[src/rtl/sipo_stream.sv]
// sipo_stream: serial-to-parallel packer with valid/ready output and partial-word flush
module sipo_stream #(
  parameter int DATA_W    = 8,
  parameter bit LSB_FIRST = 1'b0,
  parameter int CNT_W     = $clog2(DATA_W + 1)
) (
  input  logic              clk,
  input  logic              rst,
  input  logic              data_serial_i,
  input  logic              valid_serial_i,
  output logic              ready_serial_o,
  input  logic              flush_i,
  output logic [DATA_W-1:0] word_o,
  output logic [CNT_W-1:0]  word_bits_o,
  output logic              word_valid_o,
  input  logic              word_ready_i,
  output logic              flush_busy_o
);
  localparam logic [CNT_W-1:0] LAST = CNT_W'(DATA_W - 1);
  localparam logic [CNT_W-1:0] FULL = CNT_W'(DATA_W);
  logic [DATA_W-1:0] sr, sr_shift, partial;
  logic [CNT_W-1:0] cnt;
  logic accept, slot_free, full, exec;
  always_comb begin
    ready_serial_o = !flush_busy_o && !(cnt == LAST && word_valid_o);
    accept = valid_serial_i && ready_serial_o;
    slot_free = !word_valid_o || word_ready_i;
    full = accept && cnt == LAST;
    exec = flush_busy_o && slot_free;
    sr_shift = LSB_FIRST ? {data_serial_i, sr[DATA_W-1:1]} : {sr[DATA_W-2:0], data_serial_i};
    partial = LSB_FIRST ? sr >> (DATA_W - int'(cnt))
                        : sr & ({DATA_W{1'b1}} >> (DATA_W - int'(cnt)));
  end
  always_ff @(posedge clk) begin
    if (rst) begin
      sr <= '0;
      cnt <= '0;
      word_o <= '0;
      word_bits_o <= '0;
      word_valid_o <= 1'b0;
      flush_busy_o <= 1'b0;
    end else begin
      if (accept) begin
        sr <= sr_shift;
        cnt <= full ? '0 : cnt + 1'b1;
      end
      if (exec) begin
        sr <= '0;
        cnt <= '0;
      end
      flush_busy_o <= !exec && (flush_busy_o || flush_i);
      if (full) begin
        word_o <= sr_shift;
        word_bits_o <= FULL;
        word_valid_o <= 1'b1;
      end else if (exec && cnt != '0) begin
        word_o <= partial;
        word_bits_o <= cnt;
        word_valid_o <= 1'b1;
      end else if (word_ready_i) begin
        word_valid_o <= 1'b0;
      end
    end
  end
endmodule

[config.mk]
export PLATFORM = sky130hd
export DESIGN_NAME = sipo_stream
export DESIGN_NICKNAME = d
export VERILOG_FILES = /design/src/rtl/sipo_stream.sv
export SDC_FILE = /design/constraint.sdc
export NUM_CORES = 1
export LEC_CHECK = 0
export CORE_UTILIZATION = 38
export CTS_BUF_LIST = sky130_fd_sc_hd__clkbuf_8
export CTS_CLUSTER_SIZE = 24
export DETAILED_ROUTE_END_ITERATION = 6
export PLACE_DENSITY = 0.71
export SLEW_MARGIN = 20
export SYNTH_ARGS = -nofsm -noshare
export SYNTH_HDL_FRONTEND = slang
export SYNTH_SLANG_ARGS = --single-unit
[constraint.sdc]
create_clock -name clk -period 2.6 [get_ports clk]
set_clock_uncertainty 0.2 [all_clocks]
set_input_delay 0.39 -clock clk [delete_from_list [all_inputs] [get_ports clk]]
set_output_delay 0.39 -clock clk [all_outputs]
set_load 0.01 [all_outputs]
## Word-level counts from Yosys, hierarchy flattened

Index checks and enable logic that the tools add are counted.

| word-level totals | value |
|---|---|
| register bits after elaboration | 26 |
| latch bits | 0 |
| RAM bits | 0 |
| memory bits (read-only) | 0 |
| input bits | 6 |
| output and inout port bits | 15 |
| word-level logic and storage cells | 38 |
| memories | 0 |

| cells by class | value |
|---|---|
| add/sub/neg operators | 2 |
| multipliers | 0 |
| divide/modulo/power cells | 0 |
| order comparisons | 0 |
| equal/unequal tests | 1 |
| shift operators | 1 |
| multiplexer cells | 8 |
| bitwise operators | 1 |
| reductions and logical operators | 18 |

Operators by type and width:

| cell | number |
|---|---|
| $shr 8x32->8 const A | 1 |
| $mux 8 | 2 |
| $mux 4 | 3 |
| $and 8x8->8 | 1 |
| $logic_and 1x1->1 | 7 |
| $sub 4x4->5 const A | 1 |
| $add 4x1->4 const B | 1 |
| $eq 4x3->1 const B | 1 |
| $logic_not 1->1 | 4 |
| $reduce_bool 4->1 | 1 |
| $reduce_or 2->1 | 2 |
| $mux 1 | 3 |
| $reduce_bool 3->1 | 1 |
| $logic_or 1x1->1 | 2 |
| $reduce_bool 2->1 | 1 |

## Logic depth before layout (Yosys ltp)

| depth | value |
|---|---|
| depth in word-level cells | 7 |
| gate-level depth with buffers | 8 |
| mapped depth without buffers | 6 |

## Worst setup path after synthesis

Ideal clock, no wire load.

| timing path | value |
|---|---|
| kind | register to register |
| start | register cnt[0] |
| end | register word_bits_o[0] |
| library setup time | 132 ps |
| arrival time | 1661 ps |
| required time | 2268 ps |
| setup slack | 607 ps |
| cell stages (with the launch flop) | 9 |
| path buffers | 2 |
| period minus slack after synthesis | 1993 ps |
| path through | dfxtp_1 buf_2 inv_1 ha_1 or3b_4 nand3_2 buf_6 mux2i_1 nor3_2 |

| between the ends | value |
|---|---|
| cells in the longest elaborated chain, start to end | 7 |
| elaborated cells on any way between the ends | 9 |
| those cells by class | eq/ne (1); reduce/logical (8) |

RTL lines:

| element | RTL line | RTL |
|---|---|---|
| from (decl) | 22 | `logic [CNT_W-1:0] cnt;` |
| from (signal assigned) | 45 | `cnt <= full ? '0 : cnt + 1'b1;` |
| $eq 4x3->1 | 25, 28 |  |
| $logic_and 1x1->1 | 25 | `ready_serial_o = !flush_busy_o && !(cnt == LAST && word_valid_o);` |
| $logic_not 1->1 | 25 |  |
| $logic_and 1x1->1 | 25 |  |
| $logic_and 1x1->1 | 26 | `accept = valid_serial_i && ready_serial_o;` |
| $logic_and 1x1->1 | 28 | `full = accept && cnt == LAST;` |
| $reduce_or 2->1 (no line) | n/a |  |
| to (signal assigned) | 58 | `word_bits_o <= cnt;` |
| to (decl) | 14 | `output logic [CNT_W-1:0] word_bits_o,` |

Several ways; a longest one is shown, not always the timed one.
A chain may end at the register's enable or synchronous reset.

## Final worst setup path

| timing path | value |
|---|---|
| start | register cnt[0] |
| end | output port ready_serial_o |

| between the ends | value |
|---|---|
| cells in the longest elaborated chain, start to end | 4 |

RTL lines:

| element | RTL line | RTL |
|---|---|---|
| $eq 4x3->1 | 25 |  |
| $logic_and 1x1->1 | 25 |  |
| $logic_not 1->1 | 25 |  |
| $logic_and 1x1->1 | 25 |  |
| to (decl) | 11 | `output logic ready_serial_o,` |

Every way passes these cells.

==> metrics.yaml <==
vias: 1290
grt.total_usage_pct: 20.1
ys.flop_type: "dfxtp_1"
post_cts_resized: 0
antenna_left: 0
post_drt_wl_per_cell_um: 16.0
overflow: 0
slowest_stage: "clkdlybuf4s50_1"
initial_core_util_pct: 39.8
rsz0062_at_grt: "false"
clock_sinks: 26
setup.worst_path.start: "cnt[0]"
path_max_fanout: 11
slowest_delay_ps: 490
drc: 0
p_leak_nw: 0.600
hold_start: "sr[7]"
layout_min_cycle_time_ps: 2430
cts_tree: "done"
netlist_area_sq_um: 1340
core-area_sq_um: 3360
crit_path_end_kind: "output port"
ir_drop_v: 0.000267
finalHoldViolCount: 0
io_buffers: 20
clkLatencyLatePin_ps: 280
die_area_sq_um: 3760
grt_pass1_wl_um: 5520
dp_cells: 215
fin_area_sq_um: 1620
wl_um: 3500
path_class: "flop to output port"
antennaDiodeCount: 0
drt_iter0_drc: 94
async_reset_ff_share_pct: 0
die_h_um: 61.3
power.total_uw: 789
setup_viol: 0
critPathArrivalTime_ps: 1840
ys_seq_elements: 26
antenna_found_initial: 0
via_per_inst: 5.89
maxSlewViolCount: 0
worstPathCellList: "ha_1 > nand4b_1 > nor2b_1 > clkdlybuf4s50_1"
powerDensity_nw_per_um2: 488
rows: 21
hold_path.class: "flop to flop"
nets: 182
path_buf_inv: 1
numCtsBuffers: 3
dr.pass1.iters: 5
multi_input_area_sq_um: 724
root_buffer: "clkbuf_8"
tightestPinTransition_ps: 437
grt_max_degree: 15
synth_fp_nets: 164
cp_top_family: "buffers and inverters"
cts_buffer_depth: 2
htree_levels: 1
nFillCells: 338
relSlewSlack_pct: 70.8
start_kind: "flop"
avgSynthCellArea_sq_um: 8.57
fmax_mhz: 412
io_pins: 21
most-common-layout-cells: "dfxtp_1 (24), clkdlybuf4s50_1 (20), nand3_1 (16)"
synth.yosys.seq_area_share_pct: 38.9
drive_above_1_share_pct: 13.9
fin_setup_tns_ps: 0
synthDistinctLibCells: 44
reg2reg_from: "cnt[0]"
dpl.hpwl_um: 2410
final_common_cell: "dfxtp_1"
seqCellArea_sq_um: 523
instances_no_fill: 219
holdWs_ps: 284
cts_hold_buf: 0
fin_crit_sh_pct: 93.3
grt_pass1_vias: 1182
cts_setup_buffers: 0
yosys_warnings: 0
status: "finished, final reports clean"
gp_congestion: 0.963
syn_inst: 156
place_area_sq_um: 1560
clk_transition_reported_paths_ps: 90
drv_cap: 0
synth-edff-count: 0
flow.area_growth_from_synthesis_pct: 20.9
cp.required_ps: 2010
fp.dieW_um: 61.3
-- through the flow --
stage,util (%),worst slack (ps)
after floorplan,-,607
after global placement,46.4,410
after detailed placement,46.4,369
after CTS,48.0,58.4
after global routing,48.1,97.5
final,48.1,174
-- worst reg2reg max path, stage by stage, from the launching register on --
cell and delay (ps):
dfxtp_2 390, inv_1 120, ha_1 310, or3b_4 420
nand3_2 270, a21oi_1 150, a311oi_1 320
-- cells in the mapped netlist, drive strengths merged (2+ instances only) --
library cell  number  share of area, %
dfxtp             26                39
nand3             17               6.7
a21oi             15               5.6
nand2             13               3.6
nor2              11               3.1
buf                8               4.4
nor3               8               4.5
a31oi              6               2.8
inv                5               1.4
clkbuf             4               1.1
a311oi             3               2.0
o21ai              3               1.1
a211oi             2               1.5
and3               2              0.94
ha                 2               1.9
mux2i              2               1.5
nand2b             2              0.94
nor2b              2              0.94
nor4               2               1.9
o2111ai            2               1.3
or3                2              0.94
-- per-layer routing --
| metal | part of all wire [%] | global-route usage (%) | vias to the layer above |
|---|---|---|---|
| li1 | - | - | 604 |
| met1 | 42 | 26.3 | 599 |
| met2 | 47 | 31.4 | 74 |
| met3 | 8.3 | 3.78 | 13 |
| met4 | 1.7 | 10.8 | 0 |
| met5 | 0 | 0 | - |
-- cells by family after synthesis --
group | count (synthesis) | share of synthesized area (%)
compound gates | 40 | 20.4
fa+ha+maj | 2 | 1.87
buf+inv | 17 | 6.92
flops | 26 | 38.9
mux | 2 | 1.50
simple gates | 69 | 30.4
-- final timing paths --
| check | end | slack [ps] | cells past startpoint |
|---|---|---|---|
| max | ready_serial_o | 170 | 4 |
| min reg2reg | sr[7] | 280 | 2 |
| min | sr[7] | 280 | 2 |
| max reg2reg | word_o[2] | 320 | 6 |
-- where the power goes --
| group | internal, mW | switching, mW |
|---|---|---|
| sequential | 0.405 | 0.0128 |
| combinational | 0.0439 | 0.0569 |
| clock | 0.136 | 0.134 |
-- registers in the layout, indices dropped and copies added (netlist names) --
name          flops
word_valid_o      1
cnt               4
word_bits_o       4
flush_busy_o      1
sr                8
word_o            8
-- final cells by class --
| cell class | count | area share (%) |
|---|---|---|
| well taps | 46 | 3.56 |
| inverters | 5 | 1.16 |
| multi-input cells | 113 | 44.8 |
| flip-flops and latches | 26 | 32.4 |
| clock buffers | 4 | 3.41 |
| repair buffers | 25 | 14.7 |
Note: power is estimated with default switching activity, not from simulation.
